### src/rtl/mem_arbiter_if.sv
// Bundles the fetch, data and shared memory port signals of the arbiter.
// slave is the arbiter's view; master is the requester/memory side.
interface mem_arbiter_if;
    logic        i_req;
    logic [31:0] i_addr;
    logic [31:0] i_rdata;
    logic        i_valid;
    logic        i_stall;

    logic        d_req;
    logic        d_we;
    logic [31:0] d_addr;
    logic [31:0] d_wdata;
    logic [31:0] d_rdata;
    logic        d_valid;
    logic        d_stall;

    logic        err;

    logic        mem_req;
    logic        mem_we;
    logic [31:0] mem_addr;
    logic [31:0] mem_wdata;
    logic [31:0] mem_rdata;
    logic        mem_ready;

    modport slave (
        input  i_req, i_addr, d_req, d_we, d_addr, d_wdata, mem_rdata, mem_ready,
        output i_rdata, i_valid, i_stall, d_rdata, d_valid, d_stall, err,
        output mem_req, mem_we, mem_addr, mem_wdata
    );

    modport master (
        output i_req, i_addr, d_req, d_we, d_addr, d_wdata, mem_rdata, mem_ready,
        input  i_rdata, i_valid, i_stall, d_rdata, d_valid, d_stall, err,
        input  mem_req, mem_we, mem_addr, mem_wdata
    );
endinterface

### src/rtl/mem_arbiter.sv
// Serialises instruction-fetch and data requests onto one shared memory port,
// alternating grants on contention and aborting accesses that never complete.
module mem_arbiter #(
    parameter int unsigned TIMEOUT_CYC = 16
) (
    input  logic          clk,
    input  logic          rst,
    mem_arbiter_if.slave  bus
);

    typedef enum logic [1:0] {StIdle, StIacc, StDacc} state_e;

    localparam logic [7:0] WaitMax = 8'(TIMEOUT_CYC - 1);

    state_e      state_q, state_d;
    logic        last_d_q, last_d_d;  // 1 when the data side won the previous grant
    logic [31:0] addr_q, addr_d;
    logic [31:0] wdata_q, wdata_d;
    logic        we_q, we_d;
    logic [7:0]  wait_q, wait_d;
    logic [31:0] i_rdata_q, i_rdata_d;
    logic [31:0] d_rdata_q, d_rdata_d;
    logic        i_valid_q, i_valid_d;
    logic        d_valid_q, d_valid_d;
    logic        err_q, err_d;

    logic i_pend, d_pend, grant_d, timed_out, mem_req;

    // A requester whose completion is still being signalled is not re-granted.
    assign i_pend  = bus.i_req & ~i_valid_q;
    assign d_pend  = bus.d_req & ~d_valid_q;
    assign grant_d = d_pend & (~i_pend | ~last_d_q);

    always_comb begin
        state_d   = state_q;
        last_d_d  = last_d_q;
        addr_d    = addr_q;
        wdata_d   = wdata_q;
        we_d      = we_q;
        wait_d    = wait_q;
        i_rdata_d = i_rdata_q;
        d_rdata_d = d_rdata_q;
        i_valid_d = 1'b0;
        d_valid_d = 1'b0;
        err_d     = 1'b0;
        timed_out = 1'b0;

        case (state_q)
            StIdle: begin
                if (grant_d) begin
                    state_d  = StDacc;
                    last_d_d = 1'b1;
                    addr_d   = bus.d_addr;
                    we_d     = bus.d_we;
                    wdata_d  = bus.d_wdata;
                    wait_d   = 8'd0;
                end else if (i_pend) begin
                    state_d  = StIacc;
                    last_d_d = 1'b0;
                    addr_d   = bus.i_addr;
                    we_d     = 1'b0;
                    wdata_d  = 32'd0;
                    wait_d   = 8'd0;
                end
            end
            StIacc, StDacc: begin
                // A ready arriving on the timeout cycle still wins as a normal completion.
                if (bus.mem_ready || (wait_q == WaitMax)) begin
                    timed_out = ~bus.mem_ready;
                    state_d   = StIdle;
                    wait_d    = 8'd0;
                    err_d     = timed_out;
                    if (state_q == StIacc) begin
                        i_valid_d = 1'b1;
                        i_rdata_d = timed_out ? 32'd0 : bus.mem_rdata;
                    end else begin
                        d_valid_d = 1'b1;
                        if (timed_out) begin
                            d_rdata_d = 32'd0;
                        end else if (!we_q) begin
                            d_rdata_d = bus.mem_rdata;
                        end
                    end
                end else begin
                    wait_d = wait_q + 8'd1;
                end
            end
            default: state_d = StIdle;
        endcase
    end

    always_ff @(posedge clk) begin
        if (rst) begin
            state_q   <= StIdle;
            last_d_q  <= 1'b0;
            addr_q    <= 32'd0;
            wdata_q   <= 32'd0;
            we_q      <= 1'b0;
            wait_q    <= 8'd0;
            i_rdata_q <= 32'd0;
            d_rdata_q <= 32'd0;
            i_valid_q <= 1'b0;
            d_valid_q <= 1'b0;
            err_q     <= 1'b0;
        end else begin
            state_q   <= state_d;
            last_d_q  <= last_d_d;
            addr_q    <= addr_d;
            wdata_q   <= wdata_d;
            we_q      <= we_d;
            wait_q    <= wait_d;
            i_rdata_q <= i_rdata_d;
            d_rdata_q <= d_rdata_d;
            i_valid_q <= i_valid_d;
            d_valid_q <= d_valid_d;
            err_q     <= err_d;
        end
    end

    assign mem_req       = (state_q != StIdle);
    assign bus.mem_req   = mem_req;
    assign bus.mem_we    = we_q & mem_req;
    assign bus.mem_addr  = addr_q;
    assign bus.mem_wdata = wdata_q;

    assign bus.i_rdata = i_rdata_q;
    assign bus.i_valid = i_valid_q;
    assign bus.i_stall = bus.i_req & ~i_valid_q;
    assign bus.d_rdata = d_rdata_q;
    assign bus.d_valid = d_valid_q;
    assign bus.d_stall = bus.d_req & ~d_valid_q;
    assign bus.err     = err_q;

endmodule

### src/flat_wrapper.sv
// flat-port wrapper written by rule: the top's interface ports become plain ports
module mem_arbiter_flat 
#(
    parameter int unsigned TIMEOUT_CYC = 16
)
  (clk, rst, bus_i_req, bus_i_addr, bus_d_req, bus_d_we, bus_d_addr, bus_d_wdata, bus_mem_rdata, bus_mem_ready, bus_i_rdata, bus_i_valid, bus_i_stall, bus_d_rdata, bus_d_valid, bus_d_stall, bus_err, bus_mem_req, bus_mem_we, bus_mem_addr, bus_mem_wdata);
  mem_arbiter_if bus_i ();
  input  logic clk;
  input  logic rst;
  input wire logic [$bits(bus_i.i_req)-1:0] bus_i_req;
  input wire logic [$bits(bus_i.i_addr)-1:0] bus_i_addr;
  input wire logic [$bits(bus_i.d_req)-1:0] bus_d_req;
  input wire logic [$bits(bus_i.d_we)-1:0] bus_d_we;
  input wire logic [$bits(bus_i.d_addr)-1:0] bus_d_addr;
  input wire logic [$bits(bus_i.d_wdata)-1:0] bus_d_wdata;
  input wire logic [$bits(bus_i.mem_rdata)-1:0] bus_mem_rdata;
  input wire logic [$bits(bus_i.mem_ready)-1:0] bus_mem_ready;
  output wire logic [$bits(bus_i.i_rdata)-1:0] bus_i_rdata;
  output wire logic [$bits(bus_i.i_valid)-1:0] bus_i_valid;
  output wire logic [$bits(bus_i.i_stall)-1:0] bus_i_stall;
  output wire logic [$bits(bus_i.d_rdata)-1:0] bus_d_rdata;
  output wire logic [$bits(bus_i.d_valid)-1:0] bus_d_valid;
  output wire logic [$bits(bus_i.d_stall)-1:0] bus_d_stall;
  output wire logic [$bits(bus_i.err)-1:0] bus_err;
  output wire logic [$bits(bus_i.mem_req)-1:0] bus_mem_req;
  output wire logic [$bits(bus_i.mem_we)-1:0] bus_mem_we;
  output wire logic [$bits(bus_i.mem_addr)-1:0] bus_mem_addr;
  output wire logic [$bits(bus_i.mem_wdata)-1:0] bus_mem_wdata;
  assign bus_i.i_req = bus_i_req;
  assign bus_i.i_addr = bus_i_addr;
  assign bus_i.d_req = bus_d_req;
  assign bus_i.d_we = bus_d_we;
  assign bus_i.d_addr = bus_d_addr;
  assign bus_i.d_wdata = bus_d_wdata;
  assign bus_i.mem_rdata = bus_mem_rdata;
  assign bus_i.mem_ready = bus_mem_ready;
  assign bus_i_rdata = bus_i.i_rdata;
  assign bus_i_valid = bus_i.i_valid;
  assign bus_i_stall = bus_i.i_stall;
  assign bus_d_rdata = bus_i.d_rdata;
  assign bus_d_valid = bus_i.d_valid;
  assign bus_d_stall = bus_i.d_stall;
  assign bus_err = bus_i.err;
  assign bus_mem_req = bus_i.mem_req;
  assign bus_mem_we = bus_i.mem_we;
  assign bus_mem_addr = bus_i.mem_addr;
  assign bus_mem_wdata = bus_i.mem_wdata;
  mem_arbiter #(.TIMEOUT_CYC(TIMEOUT_CYC)) u_core (.clk(clk), .rst(rst), .bus(bus_i));
endmodule
### config.mk
export PLATFORM = sky130hd
export DESIGN_NAME = mem_arbiter_flat
export DESIGN_NICKNAME = d
export VERILOG_FILES = /design/src/rtl/mem_arbiter_if.sv /design/src/rtl/mem_arbiter.sv /design/src/flat_wrapper.sv
export SDC_FILE = /design/constraint.sdc
export NUM_CORES = 1
export LEC_CHECK = 0
export BUFFER_PORTS_ARGS = -buffer_cell sky130_fd_sc_hd__buf_4
export CORE_ASPECT_RATIO = 2
export CORE_UTILIZATION = 45
export DETAILED_ROUTE_END_ITERATION = 8
export GPL_TIMING_DRIVEN = 1
export PLACE_DENSITY_LB_ADDON = 0.2
export SETUP_SLACK_MARGIN = 0.05
export SYNTH_ARGS = -nofsm -noshare
export SYNTH_HDL_FRONTEND = slang
export SYNTH_SLANG_ARGS = --single-unit
export TNS_END_PERCENT = 50
### constraint.sdc
create_clock -name clk -period 1.93 [get_ports clk]
set_input_delay 0.386 -clock clk [delete_from_list [all_inputs] [get_ports clk]]
set_output_delay 0.386 -clock clk [all_outputs]
set_load 0.02 [all_outputs]
# Yosys cells after proc, flatten, opt, wreduce, memory -nomap -nowiden
# Cells that the tools add are included.
[word_totals]
ff_bits = 143
inputBits = 134
wordCells = 63
[classes]
n_addsub = 1
eq_ne = 6
muxes = 20
bitwise = 13
reduce_logical = 12
[op_table]
columns = ["op", "count"]
rows = [
  ["$mux W32", 7],
  ["$mux W8", 3],
  ["$pmux W8 S2", 1],
  ["$add A8 B1 Y8 const B", 1],
  ["$eq A8 B4 Y1 const B", 1],
  ["$not A1 Y1", 8],
  ["$mux W2", 3],
  ["$reduce_and A2 Y1", 3],
  ["$reduce_bool A2 Y1", 3],
  ["$mux W1", 5],
  ["$and A1 B1 Y1", 4],
  ["$pmux W2 S2", 1],
  ["$reduce_and A4 Y1", 1],
  ["$ne A3 B1 Y1 const B", 1],
  ["$reduce_and A3 Y1", 1],
  ["$reduce_or A3 Y1", 1],
  ["$eq A2 B1 Y1 const B", 1],
  ["$eq A2 B2 Y1 const B", 1],
  ["$logic_not A2 Y1", 1],
  ["$ne A2 B1 Y1 const B", 1],
  ["$ne A2 B2 Y1 const B", 1],
  ["$reduce_or A2 Y1", 1],
  ["$logic_or A1 B1 Y1", 1],
  ["$or A1 B1 Y1", 1],
]

# Longest topological paths before layout
# Gate-level depths: netlist (run 1).
[logic_depth]
word_depth = 7
mapped_depth = 9
mapped_depth_nobuf = 6

# Worst setup path before layout (run 1)
# OpenSTA, ideal clock, no wires.
[synth_path]
path_kind = "reg-to-reg"
start = "register u_core.state_q[0]"
end = "register u_core.addr_q[10] (netlist: u_core.bus.mem_addr[10])"
setup_ps = 86
arrival_time_ps = 1744
t_required_ps = 1844
path_slack_ps = 100
stages_incl_launch_ff = 10
synth_period_minus_slack_ps = 1830
cell_sequence = "dfxtp_1 inv_1 ha_1 clkbuf_1 inv_1 a21oi_1 buf_2 buf_1 nor2_1 a211oi_1"
[synth_via]
elab_chain_len = 2
[synth_lines]
columns = ["element", "line", "source"]
rows = [
  ["start, declared", "mem_arbiter.sv:15", "state_e state_q, state_d;"],
  ["start signal, assigned", "mem_arbiter.sv:94", "state_q <= StIdle;"],
  ["start signal, assigned", "mem_arbiter.sv:106", "state_q <= state_d;"],
  ["$logic_not A2 Y1", "mem_arbiter.sv:48", "case (state_q)"],
  ["$reduce_and A2 Y1 (no line)", "n/a", ""],
  ["end signal, assigned", "mem_arbiter.sv:108", "addr_q <= addr_d;"],
  ["end, declared", "mem_arbiter.sv:17", "logic [31:0] addr_q, addr_d;"],
]
# Every way passes these cells.
# A chain may end at the register's enable or synchronous reset.

# Final worst setup path (run 1)
[layout_path]
start = "register u_core.wait_q[4]"
end = "register u_core.d_rdata_q[16] (netlist: u_core.bus.d_rdata[16])"
[layout_via]
elab_chain_len = 3
[layout_lines]
columns = ["element", "line", "source"]
rows = [
  ["start, declared", "mem_arbiter.sv:20", "logic [7:0] wait_q, wait_d;"],
  ["start signal, assigned", "mem_arbiter.sv:111", "wait_q <= wait_d;"],
  ["$eq A8 B4 Y1", "mem_arbiter.sv:68", "if (bus.mem_ready || (wait_q == WaitMax)) begin"],
  ["$logic_or A1 B1 Y1", "mem_arbiter.sv:68", ""],
  ["$reduce_and A4 Y1 (no line)", "n/a", ""],
  ["end signal, assigned", "mem_arbiter.sv:113", "d_rdata_q <= d_rdata_d;"],
  ["end, declared", "mem_arbiter.sv:22", "logic [31:0] d_rdata_q, d_rdata_d;"],
]
# Every way passes these cells.

==> reports/summary.txt, run 1 <==
Biggest area consumer among synthesized cells: dfxtp_1
First-pass GRT wire length: 24.03 mm
# clock sinks: 143
Area fraction of the dominant cell type after synthesis: 55.25%
RSZ-0062 raised after global routing: no
Post-DP HPWL: 10.97 mm
Worst VDD drop: 0.7654 mV
Cell area after synthesis: 5181 um2
Status: finished, final reports clean
PD cells: 1109 nW/um2
Starting density of the core: 45.91%
Maximum clock insertion buffer count: 2
TritonCTS Buffers: 17
Final Critical Period: 1.819 ns
Post-synth EDFFs: 0
R2r startpoint: u_core.wait_q[4]
Worst Setup Path Type: register to register
Non-filler cells, final: 913
Synth area leaders: dfxtp_1 (55%), a22o_1 (10%), mux2i_1 (6.2%)
Top post-synthesis cells by count: dfxtp_1 (143), nor2_1 (71), a22o_1 (61)
Peak Freq: 549.8 MHz
CTS tree: built
Reg2reg path depth: 5
I/O Buffers: 268
Layout cells sized above 1: 42.93%
Slew HR: 70.17%
CTS clk-pin slew, worst paths: 0.06 ns
Final Cycle Share: 94.24%
Reg power frac: 38.7%
Static leakage: 3.716 nW
Final-report max-slew violation count: 0
H-tree depth: 4
Final worst-path setup slack: 0.1112 ns
CP endpoint: u_core.bus.d_rdata[16]
Netlist cell types: 40
Die W: 77.88 um
Gate power share: 24.6%
Post-Syn Instances: 493
CTS root buf: clkbuf_16
Placement Cell Area: 7426 um2
Critical Path Start: u_core.wait_q[4]
Worst Skew: 0.008168 ns
Min Hold Slack: 0.1967 ns
Final Setup Violations: 0
Vias per inst: 5.436
Largest net degree at the start of global routing: 66
Type of origin of the critical path: register
Syn avg cell area: 10.51 um2
Skew-Pair Late Insertion Delay: 0.41 ns
Setup slack, reg-to-reg: 0.11 ns
Yosys reg bits: 143
Die area: 11970 um2
Fin area: 8041 um2
Setup WS pre-CTS: 0.06337 ns
Die Ht: 153.8 um
DR iter-0 viols: 243
GPL Wtd Cong: 0.8219
Inserted Diodes: 0
WP data required: 2.22 ns
Number of global-route vias before repair: 4988
Worst R2R End: u_core.bus.d_rdata[16]
Top-count cell post-synth: dfxtp_1
Seq/Total Area, Yosys: 55.25%
GR Util All Layers: 25.59%
Fin nets: 896
Area growth syn-to-layout: 55.20%
Hold Vio Cnt, Final: 0
Cell internal pwr: 6.234 mW
Top_reg_cell synth: dfxtp_1
Data arrival, critical path: 2.11 ns
Drt wl/cell: 16.81 um
Initial antenna violation count: 0
Row Count: 55
IO Pins: 269
Core footprint: 11290 um2
Vias post-DR: 4963
Drt pass-1 iters: 4
Switching share of power: 30.08%
# Max-Cap Violations: 0
Placed cells: 881
Post-route ant nets: 0
Setup TNS: 0 ns
Yosys warns: 0
DR DRC count: 0
Critical path fanouts, max: 29
Synthesized net count: 631
Global route overflow: 0
Routed wire length: 15.35 mm
Asr flop ratio synth: 0%
Clock share of power: 36.7%
Hold WC Path Type: input port to register
Worst Tran Pin Value: 0.4444 ns
Crit end category: register
Psw: 2.682 mW
[flip-flops by register name, indices dropped and copies added (netlist names)]
signal                count
u_core.bus.i_valid        1
u_core.last_d_q           1
u_core.bus.i_rdata       32
u_core.bus.d_valid        1
u_core.bus.d_rdata       32
u_core.wait_q             8
u_core.we_q               1
u_core.bus.mem_addr      32
u_core.bus.err            1
u_core.bus.mem_wdata     32
u_core.state_q            2
[cell families after synthesis]
family                     Yosys count  synth area share (%)
muxes                               32                 6.182
adders and majority gates            4                0.9660
buffers and inverters               47                 4.033
AOI/OAI and AO/OA                  160                 24.12
and+or+nand+nor                    103                 8.766
xor gates and xnor gates             4                0.6761
DFF                                143                 55.25
[power by group through the flow]
stage | registers, mW | logic, mW | clock network, mW
floorplan | 3.84 | 0.831 | 0
global placement | 3.49 | 2.13 | 0
detailed placement | 3.50 | 2.18 | 0
CTS | 3.45 | 2.19 | 3.33
global route | 3.48 | 2.35 | 3.48
finish | 3.45 | 2.19 | 3.27
[cell usage in the layout, fill, tap and decap left out, drive strengths merged, types with 2 or more instances in the layout]
| cell | instances |
|---|---|
| a31oi | 2 |
| o21ai | 4 |
| a21o | 3 |
| clkbuf | 19 |
| o31ai | 3 |
| a22o | 61 |
| a22oi | 36 |
| or4 | 3 |
| buf | 286 |
| inv | 13 |
| nand2 | 5 |
| bufinv | 2 |
| a21oi | 13 |
| nor2 | 71 |
| mux2i | 32 |
| a311oi | 3 |
| nand3 | 6 |
| clkinvlp | 5 |
| ha | 4 |
| nand2b | 5 |
| dfxtp | 143 |
| xnor2 | 4 |
| nor3 | 5 |
| a211oi | 33 |
[worst max-delay path: stages (launching register included)]
cell and delay [ns]:
dfxtp_1 0.36, or4_4 0.54, o31ai_2 0.26, a31oi_2 0.16
buf_12 0.19, a22o_1 0.19
[stage by stage]
step | power (mW) | utilization (%)
after global placement | 5.621 | 65.80
after CTS | 8.971 | 71.15
after floorplan | 4.670 | -
after global routing | 9.315 | 71.25
after detailed placement | 5.680 | 65.80
final | 8.916 | 71.25
[metal layers]
metal / part of all wire (%) / global-route usage [%] / vias to the layer above
met5: 0 / 0 / -
met3: 7.0 / 6.113 / 26
met1: 36 / 26.49 / 2352
li1: - / - / 2362
met4: 2.4 / 11.68 / 0
met2: 55 / 47.41 / 223
[timing repair]
item                       4_1_cts  5_1_grt
gates resized for setup          2        2
setup endpoints to repair        6        1
setup buffers                    0        0
hold buffers                     0        0
[worst min path at each step]
stage	start	to	slack (ns)	depth (start not counted)
5_1_grt	bus_mem_rdata[3]	u_core.bus.i_rdata[3]	0.19	2
4_1_cts	bus_mem_rdata[10]	u_core.bus.i_rdata[10]	0.19	2
3_3_place_gp	u_core.bus.d_rdata[6]	u_core.bus.d_rdata[6]	0.46	1
3_5_place_dp	u_core.bus.d_rdata[24]	u_core.bus.d_rdata[24]	0.46	1
6_report	bus_mem_rdata[10]	u_core.bus.i_rdata[10]	0.20	2
2_1_floorplan	u_core.wait_q[7]	u_core.wait_q[7]	0.47	2
[cell type report]
cell class / instances / area, um2
clock inverters: 13 / 152.6
fillers: 889 / 3244
well taps: 142 / 177.7
multi-input cells: 303 / 2168
inverters: 7 / 26.28
repair buffers: 286 / 2210
clock buffers: 19 / 442.9
flip-flops and latches: 143 / 2864
Note: power is estimated with default switching activity, not from simulation.
==> inputs of run 2 (changes only) <==
Settings changed: PLACE_DENSITY set to 0.8, PLACE_DENSITY_LB_ADDON 0.2 to not set.
==> run 2 against run 1 <==
Combinational power hardly changed; register-to-register slack better by 0.06 ns; cell area is 0.28% higher; global-route usage is 1.5 points higher; clock-buffer cell count is 1 lower; maximum frequency is 1.2% higher; via count is 0.54% higher; critical path type is now register to output pin; highest routed layer unchanged.
==> reports/summary.txt, run 2 (same netlist as run 1, synthesis figures left out) <==
Hold WC Path Type: input port to register (unchanged)
Core footprint: 11290 um2 (unchanged)
Slowest stage cell, crit path: dfxtp_1 (was or4_4)
Final Setup Violations: 0 (unchanged)
CTS clk-pin slew, worst paths: 0.06 ns (about the same)
PD cells: 1132 nW/um2 (was 1109 nW/um2)
Inserted Diodes: 0 (unchanged)
Final-report max-slew violation count: 0 (unchanged)
# Max-Cap Violations: 0 (unchanged)
Slew HR: 69.32% (was 70.17%)
Post-DP HPWL: 11.87 mm (was 10.97 mm)
Placed cells: 879 (was 881)
Type of origin of the critical path: register (unchanged)
Number of global-route vias before repair: 5163 (was 4988)
Status: finished, final reports clean (unchanged)
Die area: 11970 um2 (unchanged)
GR Util All Layers: 27.05% (was 25.59%)
Row Count: 55 (unchanged)
Layout fillers: 846 (was 889)
TritonCTS Buffers: 17 (unchanged)
First-pass GRT wire length: 25.19 mm (was 24.03 mm)
Critical Path Start: u_core.state_q[1] (was u_core.wait_q[4])
Die Ht: 153.8 um (unchanged)
Peak Freq: 556.6 MHz (was 549.8 MHz)
Routed wire length: 15.99 mm (was 15.35 mm)
Final Cycle Share: 93.10% (was 94.24%)
Worst path bufs/invs: 4 (was 1)
# clock sinks: 143 (unchanged)
Initial antenna violation count: 0 (unchanged)
Worst Setup Path Type: register to output pin (was register to register)
Vias post-DR: 4990 (was 4963)
Critical path depth: 5 (unchanged)
Cell family with most CP delay: buffers and inverters (was compound AO/OA/AOI/OAI gates)
R2r startpoint: u_core.wait_q[4] (unchanged)
Largest net degree at the start of global routing: 55 (was 66)
Worst R2R End: u_core.bus.d_rdata[26] (was u_core.bus.d_rdata[16])
CP cell instances: inv_1, ha_4, inv_1, buf_4, buf_4 (was or4_4, o31ai_2, a31oi_2, buf_12, a22o_1)
GPL Wtd Cong: 0.8825 (was 0.8219)
Worst Tran Pin Value: 0.4560 ns (was 0.4444 ns)
Most frequent cells in the layout: buf_4 (279), dfxtp_1 (142), nor2_1 (71), a22o_1 (61), a22oi_1 (36) (was buf_4 (281), dfxtp_1 (142), nor2_1 (71), a22o_1 (61), a22oi_1 (36))
Global route overflow: 0 (unchanged)
Worst Skew: 0.02969 ns (was 0.008168 ns)
Min Hold Slack: 0.1832 ns (was 0.1967 ns)
IO Pins: 269 (unchanged)
Crit end category: output pin (was register)
DR iter-0 viols: 144 (was 243)
WP data required: 1.54 ns (was 2.22 ns)
H-tree depth: 4 (unchanged)
CTS tree: built (unchanged)
Drt wl/cell: 17.55 um (was 16.81 um)
RSZ-0062 raised after global routing: yes (was no)
Fin area: 8064 um2 (was 8041 um2)
Drt pass-1 iters: 4 (unchanged)
Starting density of the core: 45.91% (unchanged)
Area growth syn-to-layout: 55.64% (was 55.20%)
Post-route ant nets: 0 (unchanged)
Data arrival, critical path: 1.41 ns (was 2.11 ns)
CP endpoint: bus_mem_req (was u_core.bus.d_rdata[16])
Most common cell after layout, fill and taps aside: buf_4 (unchanged)
I/O Buffers: 268 (unchanged)
Placement Cell Area: 7411 um2 (was 7426 um2)
Skew-Pair Late Insertion Delay: 0.42 ns (was 0.41 ns)
Critical path fanouts, max: 7 (was 29)
Maximum clock insertion buffer count: 2 (unchanged)
Die W: 77.88 um (unchanged)
Fin nets: 894 (was 896)
Worst VDD drop: 0.8407 mV (was 0.7654 mV)
Non-filler cells, final: 911 (was 913)
Max incr delay on CP: 0.35 ns (was 0.54 ns)
Final Critical Period: 1.797 ns (was 1.819 ns)
Setup slack, reg-to-reg: 0.17 ns (was 0.11 ns)
Reg2reg path depth: 5 (unchanged)
Setup TNS: 0 ns (unchanged)
Static leakage: 3.743 nW (was 3.716 nW)
CTS root buf: clkbuf_16 (unchanged)
Vias per inst: 5.477 (was 5.436)
Hold Vio Cnt, Final: 0 (unchanged)
DR DRC count: 0 (unchanged)
Layout cells sized above 1: 42.91% (was 42.93%)
run 2: worst min path at each step:
stage	from	end	slack, ns	cells past startpoint
floorplan	u_core.wait_q[7]	u_core.wait_q[7]	0.47	2
global placement	u_core.bus.d_rdata[22]	u_core.bus.d_rdata[22]	0.46	1
detailed placement	u_core.bus.d_rdata[24]	u_core.bus.d_rdata[24]	0.46	1
CTS	bus_mem_rdata[15]	u_core.bus.i_rdata[15]	0.17	2
global route	bus_mem_rdata[0]	u_core.bus.i_rdata[0]	0.18	2
finish	bus_mem_rdata[0]	u_core.bus.i_rdata[0]	0.18	2
run 2: routing by layer:
layer	vias up	global-route usage (%)	wire [um]
li1	2349	-	-
met1	2356	26.25	5408
met2	257	50.27	8841
met3	28	8.131	1338
met4	0	13.66	396
met5	-	0	0
run 2: per-stage QoR:
stage,worst slack [ns],utilization (%),total power [mW]
6_report,0.1332,71.45,9.132
5_1_grt,0.03876,71.45,9.534
4_1_cts,0.06344,71.35,9.196
3_5_place_dp,0.004397,65.67,5.691
3_3_place_gp,0.07716,65.67,5.618
2_1_floorplan,0.1005,-,4.670
run 2: power breakdown:
group          switching [mW]  internal (mW)  total [mW]
combinational            1.20          0.998        2.20
clock                    1.36           2.12        3.48
sequential              0.189           3.27        3.46
run 2: layout make-up:
| class | instances | area, um2 | area share [%] |
|---|---|---|---|
| Inverter | 7 | 26.28 | 0.3258 |
| Sequential cell | 143 | 2864 | 35.52 |
| Tap cell | 142 | 177.7 | 2.203 |
| Clock buffer | 18 | 439.2 | 5.446 |
| Multi-Input combinational cell | 303 | 2168 | 26.89 |
| Clock inverter | 14 | 193.9 | 2.405 |
| Timing Repair Buffer | 284 | 2195 | 27.21 |
run 2: timing repair:
item,4_1_cts,5_1_grt
endpoints found under the setup margin,33,6
hold buffers,0,0
gates resized for setup,2,2
setup buffers,0,0
